==> config.mk <==
export PLATFORM = sky130hd
export DESIGN_NAME = cache_mem_arbiter_flat
export DESIGN_NICKNAME = d
export VERILOG_FILES = /design/src/rtl/cache_mem_arbiter_if.sv /design/src/rtl/cache_mem_arbiter.sv /design/src/flat_wrapper.sv
export SDC_FILE = /design/constraint.sdc
export NUM_CORES = 1
export LEC_CHECK = 0
export ABC_AREA = 1
export CORE_AREA = 2 2 546 548
export CTS_CLUSTER_SIZE = 8
export DETAILED_ROUTE_END_ITERATION = 8
export DIE_AREA = 0 0 548 550
export SYNTH_ARGS = -nofsm -noshare
export SYNTH_HDL_FRONTEND = slang
export SYNTH_SLANG_ARGS = --single-unit
export TNS_END_PERCENT = 100
==> constraint.sdc <==
create_clock -name clk -period 4.2 [get_ports clk]
set_input_delay 0.84 -clock clk [delete_from_list [all_inputs] [get_ports clk]]
set_output_delay 0.84 -clock clk [all_outputs]
set_load 0.05 [all_outputs]
==> src/rtl/cache_mem_arbiter_if.sv <==
// Bundle of the I-cache, D-cache and physical-memory signals seen by cache_mem_arbiter.
// The slave modport is the arbiter's view and the master modport is the caches plus memory.
interface cache_mem_arbiter_if #(
  parameter int LINE_W = 256,
  parameter int ADDR_W = 32
);
  // I-cache side
  logic              i_read;
  logic [ADDR_W-1:0] i_addr;
  logic [LINE_W-1:0] i_rdata;
  logic              i_resp;

  // D-cache side
  logic              d_read;
  logic              d_write;
  logic [ADDR_W-1:0] d_addr;
  logic [LINE_W-1:0] d_wdata;
  logic [LINE_W-1:0] d_rdata;
  logic              d_resp;

  // Physical memory burst port
  logic              pmem_read;
  logic              pmem_write;
  logic [ADDR_W-1:0] pmem_addr;
  logic [LINE_W-1:0] pmem_wdata;
  logic [LINE_W-1:0] pmem_rdata;
  logic              pmem_resp;

  modport slave (
    input  i_read, i_addr,
    output i_rdata, i_resp,
    input  d_read, d_write, d_addr, d_wdata,
    output d_rdata, d_resp,
    output pmem_read, pmem_write, pmem_addr, pmem_wdata,
    input  pmem_rdata, pmem_resp
  );

  modport master (
    output i_read, i_addr,
    input  i_rdata, i_resp,
    output d_read, d_write, d_addr, d_wdata,
    input  d_rdata, d_resp,
    input  pmem_read, pmem_write, pmem_addr, pmem_wdata,
    output pmem_rdata, pmem_resp
  );
endinterface

==> src/rtl/cache_mem_arbiter.sv <==
// Serialises I-cache fills and D-cache fills/writebacks onto one line-wide memory port.
// Define ARB_ROUND_ROBIN_EN for alternating tie-break; otherwise the D-cache wins ties.
module cache_mem_arbiter #(
  parameter int LINE_W = 256,
  parameter int ADDR_W = 32
) (
  input  logic               clk,
  input  logic               rst,
  cache_mem_arbiter_if.slave arb_if
);

  typedef enum logic [1:0] {
    IDLE   = 2'd0,
    BUSY_I = 2'd1,
    BUSY_D = 2'd2,
    DONE   = 2'd3
  } state_e;

  typedef enum logic {
    OWN_I = 1'b0,
    OWN_D = 1'b1
  } owner_e;

  state_e            state_q, state_d;
  owner_e            owner_q, owner_d;
  logic [ADDR_W-1:0] addr_q, addr_d;
  logic [LINE_W-1:0] wdata_q, wdata_d;
  logic [LINE_W-1:0] rdata_q, rdata_d;
  logic              we_q, we_d;
  logic              pmem_read_q, pmem_read_d;
  logic              pmem_write_q, pmem_write_d;
  logic              i_resp_q, i_resp_d;
  logic              d_resp_q, d_resp_d;

  logic req_i;
  logic req_d;
  logic d_wins_tie;
  logic pick_d;

  assign req_i = arb_if.i_read;
  assign req_d = arb_if.d_read | arb_if.d_write;

`ifdef ARB_ROUND_ROBIN_EN
  owner_e last_q, last_d;
  assign d_wins_tie = (last_q == OWN_I);
`else
  assign d_wins_tie = 1'b1;
`endif

  assign pick_d = req_d & (~req_i | d_wins_tie);

  // NOTE: every signal driven here gets a default first, so no branch can infer a latch.
  always_comb begin
    state_d      = state_q;
    owner_d      = owner_q;
    addr_d       = addr_q;
    wdata_d      = wdata_q;
    rdata_d      = rdata_q;
    we_d         = we_q;
    pmem_read_d  = pmem_read_q;
    pmem_write_d = pmem_write_q;
    i_resp_d     = 1'b0;
    d_resp_d     = 1'b0;
`ifdef ARB_ROUND_ROBIN_EN
    last_d       = last_q;
`endif

    unique case (state_q)
      IDLE: begin
        if (req_i || req_d) begin
          if (pick_d) begin
            // A simultaneous d_read/d_write becomes a writeback; the cache re-presents the read.
            state_d      = BUSY_D;
            owner_d      = OWN_D;
            addr_d       = arb_if.d_addr;
            wdata_d      = arb_if.d_wdata;
            we_d         = arb_if.d_write;
            pmem_read_d  = ~arb_if.d_write;
            pmem_write_d = arb_if.d_write;
          end else begin
            state_d      = BUSY_I;
            owner_d      = OWN_I;
            addr_d       = arb_if.i_addr;
            we_d         = 1'b0;
            pmem_read_d  = 1'b1;
            pmem_write_d = 1'b0;
          end
`ifdef ARB_ROUND_ROBIN_EN
          last_d = pick_d ? OWN_D : OWN_I;
`endif
        end
      end

      BUSY_I, BUSY_D: begin
        if (arb_if.pmem_resp) begin
          state_d      = DONE;
          rdata_d      = arb_if.pmem_rdata;
          pmem_read_d  = 1'b0;
          pmem_write_d = 1'b0;
          i_resp_d     = (owner_q == OWN_I);
          d_resp_d     = (owner_q == OWN_D);
        end
      end

      // One dead cycle lets the owner drop its request before IDLE samples again.
      DONE: state_d = IDLE;

      default: state_d = IDLE;
    endcase
  end

  // NOTE: non-blocking assignments, so every register samples pre-edge values regardless of order.
  always_ff @(posedge clk or negedge rst) begin
    if (!rst) begin
      state_q      <= IDLE;
      owner_q      <= OWN_I;
      // NOTE: the line holders are flops, not a RAM array, so they take the async reset and
      // the rdata/wdata outputs read as zero straight out of reset.
      addr_q       <= '0;
      wdata_q      <= '0;
      rdata_q      <= '0;
      we_q         <= 1'b0;
      pmem_read_q  <= 1'b0;
      pmem_write_q <= 1'b0;
      i_resp_q     <= 1'b0;
      d_resp_q     <= 1'b0;
`ifdef ARB_ROUND_ROBIN_EN
      last_q       <= OWN_D;
`endif
    end else begin
      state_q      <= state_d;
      owner_q      <= owner_d;
      addr_q       <= addr_d;
      wdata_q      <= wdata_d;
      rdata_q      <= rdata_d;
      we_q         <= we_d;
      pmem_read_q  <= pmem_read_d;
      pmem_write_q <= pmem_write_d;
      i_resp_q     <= i_resp_d;
      d_resp_q     <= d_resp_d;
`ifdef ARB_ROUND_ROBIN_EN
      last_q       <= last_d;
`endif
    end
  end

  assign arb_if.pmem_read  = pmem_read_q;
  assign arb_if.pmem_write = pmem_write_q;
  assign arb_if.pmem_addr  = addr_q;
  assign arb_if.pmem_wdata = wdata_q;
  assign arb_if.i_rdata    = rdata_q;
  assign arb_if.d_rdata    = rdata_q;
  assign arb_if.i_resp     = i_resp_q;
  assign arb_if.d_resp     = d_resp_q;

  a_one_strobe : assert property (@(posedge clk) disable iff (!rst)
    !(pmem_read_q && pmem_write_q));
  a_one_resp   : assert property (@(posedge clk) disable iff (!rst)
    !(i_resp_q && d_resp_q));
  a_i_pulse    : assert property (@(posedge clk) disable iff (!rst)
    i_resp_q |=> !i_resp_q);
  a_d_pulse    : assert property (@(posedge clk) disable iff (!rst)
    d_resp_q |=> !d_resp_q);
  a_we_strobe  : assert property (@(posedge clk) disable iff (!rst)
    pmem_write_q |-> we_q);

endmodule

==> src/flat_wrapper.sv <==
// flat-port wrapper written by rule: the top's interface ports become plain ports
module cache_mem_arbiter_flat 
#(
  parameter int LINE_W = 256,
  parameter int ADDR_W = 32
)
  (clk, rst, arb_if_i_read, arb_if_i_addr, arb_if_i_rdata, arb_if_i_resp, arb_if_d_read, arb_if_d_write, arb_if_d_addr, arb_if_d_wdata, arb_if_d_rdata, arb_if_d_resp, arb_if_pmem_read, arb_if_pmem_write, arb_if_pmem_addr, arb_if_pmem_wdata, arb_if_pmem_rdata, arb_if_pmem_resp);
  cache_mem_arbiter_if #(.LINE_W(LINE_W), .ADDR_W(ADDR_W)) arb_if_i ();
  input  logic clk;
  input  logic rst;
  input wire logic [$bits(arb_if_i.i_read)-1:0] arb_if_i_read;
  input wire logic [$bits(arb_if_i.i_addr)-1:0] arb_if_i_addr;
  output wire logic [$bits(arb_if_i.i_rdata)-1:0] arb_if_i_rdata;
  output wire logic [$bits(arb_if_i.i_resp)-1:0] arb_if_i_resp;
  input wire logic [$bits(arb_if_i.d_read)-1:0] arb_if_d_read;
  input wire logic [$bits(arb_if_i.d_write)-1:0] arb_if_d_write;
  input wire logic [$bits(arb_if_i.d_addr)-1:0] arb_if_d_addr;
  input wire logic [$bits(arb_if_i.d_wdata)-1:0] arb_if_d_wdata;
  output wire logic [$bits(arb_if_i.d_rdata)-1:0] arb_if_d_rdata;
  output wire logic [$bits(arb_if_i.d_resp)-1:0] arb_if_d_resp;
  output wire logic [$bits(arb_if_i.pmem_read)-1:0] arb_if_pmem_read;
  output wire logic [$bits(arb_if_i.pmem_write)-1:0] arb_if_pmem_write;
  output wire logic [$bits(arb_if_i.pmem_addr)-1:0] arb_if_pmem_addr;
  output wire logic [$bits(arb_if_i.pmem_wdata)-1:0] arb_if_pmem_wdata;
  input wire logic [$bits(arb_if_i.pmem_rdata)-1:0] arb_if_pmem_rdata;
  input wire logic [$bits(arb_if_i.pmem_resp)-1:0] arb_if_pmem_resp;
  assign arb_if_i.i_read = arb_if_i_read;
  assign arb_if_i.i_addr = arb_if_i_addr;
  assign arb_if_i_rdata = arb_if_i.i_rdata;
  assign arb_if_i_resp = arb_if_i.i_resp;
  assign arb_if_i.d_read = arb_if_d_read;
  assign arb_if_i.d_write = arb_if_d_write;
  assign arb_if_i.d_addr = arb_if_d_addr;
  assign arb_if_i.d_wdata = arb_if_d_wdata;
  assign arb_if_d_rdata = arb_if_i.d_rdata;
  assign arb_if_d_resp = arb_if_i.d_resp;
  assign arb_if_pmem_read = arb_if_i.pmem_read;
  assign arb_if_pmem_write = arb_if_i.pmem_write;
  assign arb_if_pmem_addr = arb_if_i.pmem_addr;
  assign arb_if_pmem_wdata = arb_if_i.pmem_wdata;
  assign arb_if_i.pmem_rdata = arb_if_pmem_rdata;
  assign arb_if_i.pmem_resp = arb_if_pmem_resp;
  cache_mem_arbiter #(.LINE_W(LINE_W), .ADDR_W(ADDR_W)) u_core (.clk(clk), .rst(rst), .arb_if(arb_if_i));
endmodule
==> results of run 1 <==
==> metal layers <==
metal	track usage, %	part of all wire, %
met5	0	0.18
met4	5.40	4.7
met3	9.70	17
met2	19.3	43
met1	13.0	35
==> logic make-up after synthesis <==
family          Yosys count  share of synthesized area (%)
simple gates            984                           17.2
fa+ha+maj                 2                          0.107
flops                   551                           58.9
mux                     256                           12.3
compound gates            5                          0.123
buf+inv                 393                           11.3
==> placed cells by master (no fill, tap or decap), types with 5 or more instances in the layout <==
master | netlist | layout
clkdlybuf4s50_1 | 0 | 1379
nand2_1 | 717 | 716
dfrtp_1 | 551 | 551
nand3_1 | 258 | 258
mux2_2 | 256 | 256
clkbuf_16 | 0 | 87
buf_4 | 260 | 41
diode_2 | 0 | 31
buf_12 | 0 | 11
inv_1 | 10 | 10
nor2_1 | 5 | 5
==> Yosys cell counts <==
cell type | number | area (um2)
nand2_1 | 717 | 2690
dfrtp_1 | 551 | 13800
buf_4 | 260 | 1950
nand3_1 | 258 | 1290
mux2_2 | 256 | 2880
buf_2 | 74 | 370
clkbuf_1 | 22 | 82.6
buf_1 | 13 | 48.8
buf_6 | 13 | 146
inv_1 | 10 | 37.5
nor2_1 | 5 | 18.8
o21ai_0 | 3 | 15.0
ha_1 | 2 | 25.0
nand4_1 | 2 | 12.5
a21oi_1 | 1 | 5.00
a21oi_2 | 1 | 8.76
inv_2 | 1 | 3.75
nand2_2 | 1 | 6.26
nor2_4 | 1 | 11.3
==> stage by stage <==
stage          cells  worst slack [ns]  util, %
2_1_floorplan   2191              2.41        -
3_3_place_gp    7180              1.14     13.6
3_5_place_dp    7180              1.06     13.6
4_1_cts         7286             0.820     14.4
5_1_grt         7307             0.878     14.4
6_report        7317             0.974     14.4
==> where the power goes <==
group	total, mW	leakage (nW)	internal (mW)	switching [mW]
clock network	6.55	1.17	3.81	2.74
registers	10.2	6.66	8.02	2.20
logic	32.0	9.59	9.30	22.7
==> registers in the layout, summed over array words and instances, names as in the netlist <==
name                      cells
u_core.arb_if.d_rdata       256
u_core.arb_if.pmem_wdata    256
u_core.arb_if.pmem_addr      32
u_core.state_q                2
u_core.arb_if.d_resp          1
u_core.arb_if.i_resp          1
u_core.arb_if.pmem_read       1
u_core.arb_if.pmem_write      1
u_core.owner_q                1
==> cell type report <==
| class | count | area (um2) | share of cell area [%] |
|---|---|---|---|
| multi-input cells | 1247 | 7010 | 16.5 |
| clock buffers | 95 | 2250 | 5.28 |
| repair buffers | 1432 | 14300 | 33.7 |
| diodes | 31 | 77.6 | 0.182 |
| inverters | 11 | 48.8 | 0.115 |
| well taps | 3939 | 4930 | 11.6 |
| flip-flops and latches | 551 | 13800 | 32.4 |
| clock inverters | 11 | 148 | 0.347 |
==> worst paths after layout <==
path	end	slack (ns)	startpoint
hold reg to reg	u_core.arb_if.i_resp$_DFF_PN0_	0.46	u_core.owner_q$_DFFE_PN0P_
max in group asynchronous	u_core.arb_if.pmem_wdata[200]$_DFFE_PN0P_	2.83	rst
setup reg to reg	u_core.arb_if.pmem_wdata[211]$_DFFE_PN0P_	1.82	u_core.state_q[1]$_DFFE_PN0P_
min in group clk	u_core.arb_if.i_resp$_DFF_PN0_	0.46	u_core.owner_q$_DFFE_PN0P_
setup / recovery	arb_if_pmem_addr[3]	0.97	u_core.arb_if.pmem_addr[3]$_DFFE_PN0P_
hold / removal	u_core.arb_if.d_rdata[14]$_DFFE_PN0P_	0.05	rst
==> impl_metrics.yaml, run 1 <==
status:
  status: "completed"
logic_synthesis:
  syn_area_per_cell_um2: 10.7
  syn_nets: 2775
  ys_ff_latch: 551
  syn-cell-area_um2: 23400
  ys_types: 19
  ys_seq_area_share_pct: 58.9
  synth_warnings: 0
  netlist_instances: 2191
clocking:
  clk_pin_slew_worst_paths_ns: 0.05
  cts_inserted_buffers: 87
  cts_resized: 0
  htreeDepth: 3
  clock_sinks: 551
  insertion_delay_ns: 0.78
  cts_tree: "done"
  postCtsSetupBuffers: 0
  postCtsHoldBufs: 0
  cts_buffer_depth: 4
  cts-root-buf: "clkbuf_16"
cells_and_area:
  design_area_um2: 42600
  fillers: 33108
  area_delta_synth_final_pct: 82.0
  final_layout_size_suffix_gt1_share_pct: 12.5
  nets: 3914
floorplanning:
  die_x_um: 548
  top_level_ports: 1386
  rows: 200
  start_util_pct: 7.92
  die-area_um2: 301000
  coreArea_um2: 296000
  die_height_um: 550
drt:
  wl_per_cell_um: 27.2
  drc: 0
  dr.pass1.iters: 5
  wl_um: 199000
  drtAntennaViolNets: 0
  drt_iter0_markers: 1390
  via_per_inst: 2.97
  num_vias: 21757
timing:
  period_needed_ns: 3.23
  drv_slew: 0
  grt_setup_unrepaired: "no"
  min_period_over_period_pct: 76.8
  finClkSkew_ns: 0.0678
  finalSetupViolCount: 0
  finalHoldViolCount: 0
  hold_ws_ns: 0.0459
  tightest_slew_ns: 1.29
  maxSlewHeadroom_pct: 13.8
  fmax_mhz: 310
  final.setup.tns_ns: 0
worst_setup_path:
  critPathArrivalTime_ns: 2.39
  cp_max_fo: 2
  rr_worst_depth: 5
  crit_path_cell_trace: "clkdlybuf4s50_1"
  crit_type: "register to output port"
  end_kind: "output port"
  critPathBufInv: 1
  path_depth: 1
  crit_path_max_incr_delay_ns: 1.21
  cp.required_ns: 3.36
  crit_family: "buffers and inverters"
  cp-start-kind: "register"
  cpMaxStageDelayCell: "clkdlybuf4s50_1"
placed_design:
  dp_hpwl_um: 173000
  finalWeightedCongestion: 0.966
  io_buffers: 1385
  place_area_um2: 40100
pwr:
  p_leak_nw: 17.4
  total_power_mw: 48.8
  powerDensity_nw_per_um2: 1150
  irDropWorstVdd_uv: 580
run:
  maxCapViolations: 0
worst_hold_path:
  worstHoldPathType: "primary input to asynchronous set/reset pin"
global_routing:
  track_usage_pct: 12.7
  grt_pass1_wl_um: 247000
  gr-total-overflow: 0
  antenna_found_initial: 148
  grt_max_degree: 154
  grt_pass1_vias: 22259
(Power assumes the default switching activity.)
==> inputs of run 2 (changes only) <==
==> constraint.sdc (replaced) <==
create_clock -name clk -period 2.9 [get_ports clk]
set_input_delay 0.58 -clock clk [delete_from_list [all_inputs] [get_ports clk]]
set_output_delay 0.58 -clock clk [all_outputs]
set_load 0.05 [all_outputs]
==> run 2 against run 1 <==
Clock skew down 0.030 ns. Count of clock-buffer cells in the layout down 1. Routed wire length barely moved. Non-clock buffer count increased by 33. Sequential cell count unchanged. Cell area is 0.16% lower. Sequential power grew 46%. Worst setup slack worse by 0.89 ns. Combinational power rose by 44%. Critical path type unchanged. Critical endpoint is now arb_if_d_rdata[73].
==> impl_metrics.yaml, run 2 (synthesis gave the netlist of run 1 again) <==
drt:
  drc: 0
  drt_iter0_markers: 1760
  wl_per_cell_um: 27.1
  via_per_inst: 3.00
  drtAntennaViolNets: 0
  dr.pass1.iters: 5
  wl_um: 199000
  num_vias: 22065
cells_and_area:
  layout_commonest_cell: "clkdlybuf4s50_1"
  nets: 3947
  final_layout_size_suffix_gt1_share_pct: 18.1
  area_delta_synth_final_pct: 81.7
  design_area_um2: 42500
  layout_common_cells: "clkdlybuf4s50_1 (1211), nand2_1 (716), dfrtp_1 (551), nand3_1 (258), mux2_2 (256)"
  fillers: 33099
worst_setup_path:
  cp_max_fo: 3
  end_kind: "output port"
  cp.required_ns: 2.32
  rr_worst_depth: 5
  crit_family: "buffers and inverters"
  crit_path_cell_trace: "clkdlybuf4s50_1"
  cp-start-kind: "register"
  cpMaxStageDelayCell: "clkdlybuf4s50_1"
  critPathArrivalTime_ns: 2.23
  critPathBufInv: 1
  crit_type: "register to output port"
  path_depth: 1
  crit_path_max_incr_delay_ns: 1.04
pwr:
  p_leak_nw: 17.8
  irDropWorstVdd_uv: 820
  powerDensity_nw_per_um2: 1660
global_routing:
  antenna_found_initial: 139
  grt_pass1_wl_um: 246000
  grt_max_degree: 103
  grt_pass1_vias: 22097
  track_usage_pct: 12.7
  gr-total-overflow: 0
clocking:
  clock_sinks: 551
  insertion_delay_ns: 0.76
  cts_tree: "done"
  cts_inserted_buffers: 87
  htreeDepth: 3
  cts-root-buf: "clkbuf_16"
  cts_buffer_depth: 4
  postCtsSetupBuffers: 0
  clk_pin_slew_worst_paths_ns: 0.05
floorplanning:
  rows: 200
  die_height_um: 550
  start_util_pct: 7.92
  top_level_ports: 1386
  die_x_um: 548
  die-area_um2: 301000
  coreArea_um2: 296000
timing:
  fmax_mhz: 355
  finalWorstSetupSlack_ns: 0.0858
  drv_slew: 0
  tightest_slew_ns: 0.906
  finalHoldViolCount: 0
  period_needed_ns: 2.81
  finClkSkew_ns: 0.0383
  grt_setup_unrepaired: "no"
  min_period_over_period_pct: 97.0
  final.setup.tns_ns: 0
  finalSetupViolCount: 0
  maxSlewHeadroom_pct: 39.4
placed_design:
  io_buffers: 1385
  dp_hpwl_um: 175000
  place_ws_ns: 0.240
  place_area_um2: 40100
  finalWeightedCongestion: 0.962
status:
  status: "completed"
run:
  maxCapViolations: 0
worst_hold_path:
  worstHoldPathType: "primary input to asynchronous set/reset pin"
==> run 2: through the flow <==
| step | cells | hold slack, ns | utilization [%] | total power [mW] |
|---|---|---|---|---|
| 6_report | 7343 | 0.342 | 14.4 | 70.4 |
| 5_1_grt | 7334 | 0.316 | 14.4 | 73.4 |
| 4_1_cts | 7319 | 0.247 | 14.4 | 71.3 |
| 3_5_place_dp | 7212 | 0.457 | 13.6 | 61.3 |
| 3_3_place_gp | 7212 | 0.454 | 13.6 | 61.0 |
| 2_1_floorplan | 2191 | 0.284 | - | 43.3 |
==> run 2: per-layer routing <==
| layer | GRT usage (%) | vias up | share of wire (%) |
|---|---|---|---|
| met5 | 0.516 | - | 0.32 |
| met4 | 5.70 | 64 | 5.1 |
| met1 | 12.5 | 10782 | 33 |
| li1 | - | 9196 | - |
| met3 | 9.99 | 459 | 18 |
| met2 | 19.4 | 1564 | 43 |
==> run 2: worst paths after layout <==
check / endpoint / slack (ns) / start
max in group asynchronous: u_core.arb_if.d_rdata[127]$_DFFE_PN0P_ / 1.54 / rst
setup reg to reg: u_core.arb_if.d_rdata[153]$_DFFE_PN0P_ / 0.66 / u_core.state_q[0]$_DFFE_PN0P_
min in group clk: u_core.arb_if.pmem_wdata[74]$_DFFE_PN0P_ / 0.36 / arb_if_d_wdata[74]
hold reg to reg: u_core.arb_if.pmem_wdata[62]$_DFFE_PN0P_ / 0.47 / u_core.arb_if.pmem_wdata[62]$_DFFE_PN0P_
hold / removal: u_core.arb_if.d_rdata[75]$_DFFE_PN0P_ / 0.34 / rst
setup / recovery: arb_if_d_rdata[73] / 0.09 / u_core.arb_if.d_rdata[73]$_DFFE_PN0P_
==> run 2: what timing repair did <==
| action | CTS | global route |
|---|---|---|
| endpoints found under the hold margin | 29 | 0 |
| resized for setup | 3 | 1 |
| setup endpoints to repair | 3 | 1 |
| hold buffers | 1 | 0 |
==> run 2: area by class of cell <==
class	count	area, um2	share of cell area, %
diodes	24	60.1	0.141
inverters	11	48.8	0.115
repair buffers	1465	14300	33.6
flip-flops and latches	551	13800	32.4
clock inverters	12	170	0.400
multi-input cells	1247	7010	16.5
well taps	3939	4930	11.6
clock buffers	94	2230	5.25
==> run 2: where the power goes <==
part / leakage (nW) / internal, mW / switching, mW
logic: 9.99 / 13.3 / 32.7
clock network: 1.18 / 5.65 / 3.83
registers: 6.66 / 11.6 / 3.28
